$ cat config.mk
export PLATFORM = sky130hd
export DESIGN_NAME = alu_cmd_sequencer
export DESIGN_NICKNAME = d
export VERILOG_FILES = /design/src/rtl/alu_cmd_sequencer.sv
export SDC_FILE = /design/constraint.sdc
export NUM_CORES = 1
export LEC_CHECK = 0
export CAP_MARGIN = 20
export CORE_MARGIN = 10
export CORE_UTILIZATION = 40
export CTS_CLUSTER_SIZE = 40
export DETAILED_ROUTE_END_ITERATION = 10
export MAX_ROUTING_LAYER = met4
export SLEW_MARGIN = 10
export SYNTH_ARGS = -nofsm -noshare
export SYNTH_HDL_FRONTEND = slang
export SYNTH_SLANG_ARGS = --single-unit
$ cat constraint.sdc
create_clock -name clk -period 8.2 [get_ports clk]
set_input_delay 2.46 -clock clk [delete_from_list [all_inputs] [get_ports clk]]
set_output_delay 2.46 -clock clk [all_outputs]
set_load 0.01 [all_outputs]
$ cat src/rtl/alu_cmd_sequencer.sv
// Three-phase command sequencer (IDLE/EXEC/WB) driving an external
// 16-bit ALU, with an 8x16 register file and registered status flags.
module alu_cmd_sequencer (
  input  logic        clk,
  input  logic        reset,
  input  logic        cmd_valid,
  output logic        cmd_ready,
  input  logic [2:0]  cmd_op,
  input  logic [2:0]  cmd_rd,
  input  logic [2:0]  cmd_ra,
  input  logic [2:0]  cmd_rb,
  input  logic [15:0] cmd_imm,
  output logic [15:0] alu_a,
  output logic [15:0] alu_b,
  output logic [2:0]  alu_op,
  input  logic [15:0] alu_y,
  input  logic        alu_c,
  input  logic        alu_v,
  input  logic        alu_n,
  input  logic        alu_z,
  output logic        rsp_valid,
  output logic [15:0] rsp_data,
  output logic        flag_c,
  output logic        flag_v,
  output logic        flag_n,
  output logic        flag_z,
  input  logic [2:0]  dbg_sel,
  output logic [15:0] dbg_data
);

  localparam logic [2:0] OP_SUB = 3'b001;
  localparam logic [2:0] OP_LDI = 3'b110;
  localparam logic [2:0] OP_CMP = 3'b111;

  typedef enum logic [1:0] {
    IDLE = 2'd0,
    EXEC = 2'd1,
    WB   = 2'd2
  } state_e;

  state_e      state_q;
  logic [15:0] rf_q [8];
  logic [15:0] a_q;
  logic [15:0] b_q;
  logic [2:0]  aop_q;
  logic [2:0]  op_q;
  logic [2:0]  rd_q;
  logic [15:0] imm_q;
  logic [15:0] res_q;
  logic [3:0]  cap_q;
  logic [3:0]  flg_q;
  logic        rsp_valid_q;
  logic [2:0]  aop_d;

  // CMP reuses the ALU subtractor; LDI bypasses the ALU entirely.
  always_comb begin
    aop_d = cmd_op;
    unique case (1'b1)
      cmd_op == OP_CMP: aop_d = OP_SUB;
      cmd_op == OP_LDI: aop_d = 3'b000;
      default:          aop_d = cmd_op;
    endcase
  end

  always_ff @(posedge clk or posedge reset) begin
    if (reset) begin
      state_q     <= IDLE;
      a_q         <= '0;
      b_q         <= '0;
      aop_q       <= '0;
      op_q        <= '0;
      rd_q        <= '0;
      imm_q       <= '0;
      res_q       <= '0;
      cap_q       <= '0;
      flg_q       <= '0;
      rsp_valid_q <= 1'b0;
      for (int i = 0; i < 8; i++) begin
        rf_q[i] <= '0;
      end
    end else begin
      case (state_q)
        IDLE: begin
          if (cmd_valid) begin
            a_q     <= rf_q[cmd_ra];
            b_q     <= rf_q[cmd_rb];
            aop_q   <= aop_d;
            op_q    <= cmd_op;
            rd_q    <= cmd_rd;
            imm_q   <= cmd_imm;
            state_q <= EXEC;
          end
        end
        EXEC: begin
          res_q       <= (op_q == OP_LDI) ? imm_q : alu_y;
          cap_q       <= {alu_c, alu_v, alu_n, alu_z};
          rsp_valid_q <= 1'b1;
          state_q     <= WB;
        end
        WB: begin
          rsp_valid_q <= 1'b0;
          if (op_q != OP_CMP) begin
            rf_q[rd_q] <= res_q;
          end
          if (op_q != OP_LDI) begin
            flg_q <= cap_q;
          end
          state_q <= IDLE;
        end
        default: begin
          rsp_valid_q <= 1'b0;
          state_q     <= IDLE;
        end
      endcase
    end
  end

  assign cmd_ready = (state_q == IDLE);
  assign alu_a     = a_q;
  assign alu_b     = b_q;
  assign alu_op    = aop_q;
  assign rsp_valid = rsp_valid_q;
  assign rsp_data  = res_q;
  assign flag_c    = flg_q[3];
  assign flag_v    = flg_q[2];
  assign flag_n    = flg_q[1];
  assign flag_z    = flg_q[0];
  assign dbg_data  = rf_q[dbg_sel];

endmodule

==> impl_metrics.csv, run 1 <==
group,metric,value,unit
setup_path,worst_ep_required_time,5740,ps
timing,worst_slew_pin_slew,1160,ps
synthesis,synth_fa_ha_area_frac,0,
synthesis,synthTopCellsByCount,"dfrtp_1, mux2_2, mux2i_1, nand2_1",
clocking,postCtsHoldBufs,0,
power_and_ir_drop,peakVddDrop,0.000189,V
status,run_status,"finished clean",
timing,max_freq,0.142,GHz
die,die_h,188,µm
routing,routed_wirelength,31100,µm
synthesis,synth_compound_area_frac,0.0722,
hold_path,hold_path_class,"register to register",
setup_path,crit_fanout,32,
grt,grt_max_degree,115,
synthesis,synth_cell_types,27,
die,core,0.0278,mm²
power_and_ir_drop,p_per_area,325,mW/mm²
synthesis,synthMuxAreaShare,0.385,
clocking,clk_pin_slew,60,ps
routing,ant_nets,0,
timing,setup_viol,0,
routing,routed_via_density,5.59,
timing,clock_skew,8.87,ps
synthesis,synth_top_family_by_area,"multiplexers",
synthesis,synth_area,0.0112,mm²
setup_path,cp.arrival,4560,ps
grt,grt_pass1_wl,48400,µm
timing,hold_violations,0,
run,max-cap-violations,0,
setup_path,crit_path_end_kind,"primary output",
synthesis,synth_edf_count,0,
grt,grtUsageTotal,0.178,
synthesis,synth_xor_area_frac,0,
synthesis,synth_top_area_cell,"dfrtp_1",
timing,min_period_over_period,0.857,
grt,antenna_found_initial,0,
finish,area_growth,21.1,%
synthesis,yosysTopAreaCellShare,0.472,
synthesis,ys.flop_type,"dfrtp_1",
synthesis,ys_ff_latch,212,
place,hpwl,19700,µm
place,portBuffers,126,
die,rows,61,
place,gp_congestion,0.789,
clocking,cts_setup_buffers,0,
routing,drt-pass1-iter-count,5,
grt,grt_pass1_vias,7719,
timing,setup_tns,0,ps
routing,wire_per_inst,23.4,µm
power_and_ir_drop,p_leak,6.06,nW
clocking,tritoncts.num_buffers,25,
clocking,cts_buffer_depth,3,
die,start_util,0.404,
synthesis,synthArstFlopShare,1.00,
clocking,post_cts_resized,0,
synthesis,synth.most_common_cell,"dfrtp_1",
synthesis,yosysWarnings,0,
synthesis,synth_area_per_cell,13.6,µm²
hold_path,hold_path.startpoint,"alu_b[10]",
clocking,cts_tree,"done",
finish,drive_gt1_frac,0.363,
clocking,cts-root-buf,"clkbuf_16",
setup_path,cp-startpoint,"dbg_sel[1]",
finish,final.fill_count,2526,
power_and_ir_drop,p_total,4.43,mW
die,ios,127,
clocking,clock_latency,530,ps
finish,nNetsFinal,987,
routing,drcViolationCount,0,
timing,grt_setup_unrepaired,"false",
synthesis,synth_fp_nets,880,
setup_path,worstReg2RegStart,"rd_q[0]",
timing,drv_slew,0,
setup_path,cp-start-kind,"primary input",
synthesis,synth-seq-area-share,0.472,
grt,grt_overflow,0,
routing,vias,7410,
setup_path,path_class,"primary input to primary output",
die,dieArea,0.0352,mm²
routing,drtIter0Drc,706,
clocking,cts.sinks,212,
die,die_w,188,µm
timing,period_needed,7020,ps
timing,relSlewSlack,0.227,
synthesis,netlist_instances,826,
clocking,h-tree-depth,1,
synthesis,synth.area.top_cells,"dfrtp_1, mux2_2, mux2i_1, mux4_2, mux2_4",
finish,diodes,0,
synthesis,synth-simple-area-share,0.0420,
critical path: stages:
cell and delay [ps]:
clkdlybuf4s50_1 460, buf_4 430, mux4_2 390, mux2_2 310, clkdlybuf4s50_1 490
cell usage in the layout (no fill, tap or decap):
cell type,synthesis,routed
clkbuf_1,28,3
nor4b_4,4,4
mux2_1,1,1
mux2_2,208,208
mux2_4,30,30
and2b_2,1,1
clkdlybuf4s50_1,0,123
nand3_1,1,1
and3_1,1,1
dfrtp_1,212,212
mux2i_1,80,80
clkinvlp_4,0,2
nor2_2,0,2
inv_1,3,2
nor2b_2,0,2
and2_1,1,1
nand4_2,4,4
buf_2,29,3
mux4_2,32,32
clkbuf_16,0,25
or3b_4,0,1
nor2_1,6,4
clkbuf_8,0,4
bufinv_16,0,2
clkinv_2,0,6
buf_12,0,1
buf_8,0,1
o31ai_1,32,32
o22ai_1,32,32
nor2b_1,4,2
o21ai_0,18,18
nand2b_1,6,6
inv_6,0,1
buf_6,5,1
nand3b_1,1,1
buf_4,0,14
a22o_1,32,32
nand2_1,53,53
cell type report:
cell class | count | area, µm² | share of cell area
Inverter | 3 | 15.0 | 0.00110
Sequential cell | 212 | 5310 | 0.390
Multi-Input combinational cell | 548 | 5620 | 0.413
Tap cell | 378 | 473 | 0.0348
Clock buffer | 32 | 692 | 0.0508
Clock inverter | 10 | 106 | 0.00781
Timing Repair Buffer | 143 | 1400 | 0.103
flip-flops by register name, summed over array words and instances (netlist names):
signal	cells
rf_q	128
alu_a	16
alu_b	16
imm_q	16
rsp_data	16
cap_q	4
flg_q	4
alu_op	3
op_q	3
rd_q	3
state_q	2
rsp_valid	1
cells by family after synthesis:
group	after synthesis
flip-flops	212
multiplexers	351
buffers and inverters	66
AND/OR/NAND/NOR	83
AO/OA/AOI/OAI	114
path summary, 6_finish.rpt:
path / end / slack, ps / cells after the start
setup / recovery: dbg_data[4] / 1180 / 5
hold / removal: alu_b[10] / 480 / 2
setup reg to reg: rf_q[103] / 5990 / 2
hold reg to reg: alu_b[10] / 480 / 2
max in group asynchronous: rf_q[34] / 4490 / 3
min in group asynchronous: rf_q[13] / 2360 / 2
report_power, final:
| part | internal, mW | total, mW | switching, mW | leakage (nW) |
|---|---|---|---|---|
| clock | 0.653 | 1.10 | 0.451 | 0.397 |
| combinational | 0.909 | 1.42 | 0.516 | 2.97 |
| sequential | 1.44 | 1.90 | 0.464 | 2.69 |
| total | 3.00 | 4.43 | 1.43 | 6.06 |
stage by stage:
stage / worst slack [ps] / instance area, µm² / util / hold slack, ps / std cells
after CTS: 1170 / 13600 / 0.489 / 486 / 1324
after detailed placement: 1170 / 12800 / 0.460 / 470 / 1282
after floorplan: 1950 / 11200 / - / 464 / 826
final: 1180 / 13600 / 0.490 / 483 / 1326
after global routing: 1100 / 13600 / 0.490 / 505 / 1326
after global placement: 1210 / 12800 / 0.460 / 466 / 1282
routing by layer:
metal,part of all wire,vias to the layer above,track usage
met3,0.053,42,0.0302
met4,0.018,0,0.0446
met2,0.47,213,0.279
met1,0.46,3814,0.235
met5,0,-,-
li1,-,3341,-
Power figures use the tool's default switching activity.
==> inputs of run 2 (changes only) <==
- CAP_MARGIN: 20 -> 30
- CORE_MARGIN: 10 -> default
- CTS_CLUSTER_DIAMETER: default -> 50
==> impl_metrics.csv, run 2 (synthesized netlist as in run 1, its figures left out) <==
group,metric,value,unit
setup_path,cp.arrival,4600,ps
setup_path,crit_path_end_kind,"primary output",
routing,drtIter0Drc,456,
clocking,cts-root-buf,"clkbuf_16",
place,hpwl,18500,µm
place,portBuffers,126,
status,run_status,"finished clean",
clocking,post_cts_resized,0,
finish,fin_area,0.0141,mm²
finish,multi_input_area,0.00562,mm²
finish,most-common-layout-cells,"dfrtp_1, mux2_2, clkdlybuf4s50_1",
clocking,clock_latency,550,ps
finish,final.fill_count,2338,
die,start_util,0.412,
finish,area_growth,25.1,%
clocking,h-tree-depth,1,
clocking,tritoncts.num_buffers,30,
grt,grt_max_degree,183,
die,die_h,170,µm
place,placed_area,0.0129,mm²
grt,grt_pass1_vias,7426,
setup_path,rr_endpoint,"rf_q[108]",
timing,max_freq,0.142,GHz
die,die_w,170,µm
power_and_ir_drop,p_per_area,336,mW/mm²
routing,vias,7430,
finish,layout_commonest_cell,"dfrtp_1",
clocking,cts_setup_buffers,0,
timing,hold_violations,0,
routing,wire_per_inst,22.4,µm
hold_path,hold_path_class,"register to register",
timing,setup_viol,0,
setup_path,worst_ep_required_time,5740,ps
timing,worst_slew_pin_slew,1120,ps
setup_path,path_class,"primary input to primary output",
place,dp_slack,1150,ps
finish,largest_reg_flops,128,
hold_path,hold_depth,2,
setup_path,reg2reg_depth,2,
finish,nNetsFinal,997,
run,max-cap-violations,0,
finish,seqCellArea,0.00531,mm²
routing,routed_via_density,5.55,
power_and_ir_drop,peakVddDrop,0.000153,V
timing,min_period_over_period,0.860,
place,gp_congestion,0.784,
die,rows,60,
finish,regMostFlops,"rf_q",
timing,relSlewSlack,0.256,
die,dieArea,0.0288,mm²
timing,drv_slew,0,
finish,diodes,0,
clocking,cts_tree,"done",
routing,ant_nets,0,
setup_path,worstReg2RegStart,"rd_q[0]",
routing,drcViolationCount,0,
hold_path,holdPathEnd,"alu_a[8]",
grt,grtUsageTotal,0.221,
routing,drt-pass1-iter-count,4,
grt,grt_overflow,0,
setup_path,r2r_slack,5980,ps
setup_path,crit_fanout,32,
finish,drive_gt1_frac,0.377,
routing,routed_wirelength,30100,µm
hold_path,hold_path.startpoint,"alu_a[8]",
timing,period_needed,7060,ps
setup_path,cp-start-kind,"primary input",
clocking,postCtsHoldBufs,0,
clocking,cts_buffer_depth,3,
grt,grt_pass1_wl,46900,µm
clocking,cts.sinks,212,
timing,fin_ws,1140,ps
clocking,clk_pin_slew,60,ps
power_and_ir_drop,p_leak,6.26,nW
die,core,0.0273,mm²
timing,clock_skew,15.4,ps
timing,setup_tns,0,ps
grt,antenna_found_initial,0,
die,ios,127,
timing,grt_setup_unrepaired,"false",
[run 2: worst max path at each step]
stage,end,cells after the start,startpoint
6_report,dbg_data[4],5,dbg_sel[1]
4_1_cts,dbg_data[6],5,dbg_sel[0]
3_5_place_dp,dbg_data[6],5,dbg_sel[0]
5_1_grt,dbg_data[6],5,dbg_sel[0]
2_1_floorplan,dbg_data[0],4,dbg_sel[0]
3_3_place_gp,dbg_data[1],5,dbg_sel[0]
[run 2: where the power goes]
group	switching (mW)	internal, mW	leakage (nW)
Clock	0.510	0.889	0.528
Combinational	0.512	0.915	3.04
Sequential	0.455	1.44	2.69
[run 2: critical path, stage by stage]
cell             delay (ps)
clkdlybuf4s50_1         460
buf_4                   450
mux4_2                  390
mux2_2                  330
clkdlybuf4s50_1         490
[run 2: layout make-up]
type,instances,share of cell area
clock buffers,36,0.0594
clock inverters,20,0.0189
inverters,3,0.00107
multi-input cells,548,0.400
flip-flops and latches,212,0.377
well taps,372,0.0331
repair buffers,148,0.110
[run 2: metal layers]
layer | wire [µm] | track usage | part of all wire | vias to the layer above
met5 | 0 | - | 0 | -
met4 | 608 | 0.0564 | 0.020 | 0
met3 | 1340 | 0.0271 | 0.045 | 46
met2 | 13300 | 0.319 | 0.44 | 195
met1 | 14800 | 0.329 | 0.49 | 3815
li1 | - | - | - | 3374
[run 2: per-stage QoR]
| stage | power [mW] | hold slack [ps] | std cells | utilization |
|---|---|---|---|---|
| final | 4.72 | 475 | 1339 | 0.516 |
| after global routing | 4.97 | 514 | 1339 | 0.516 |
| after CTS | 4.74 | 484 | 1336 | 0.513 |
| after detailed placement | 3.33 | 469 | 1280 | 0.472 |
| after global placement | 3.30 | 468 | 1273 | 0.469 |
| after floorplan | 2.70 | 464 | 826 | - |
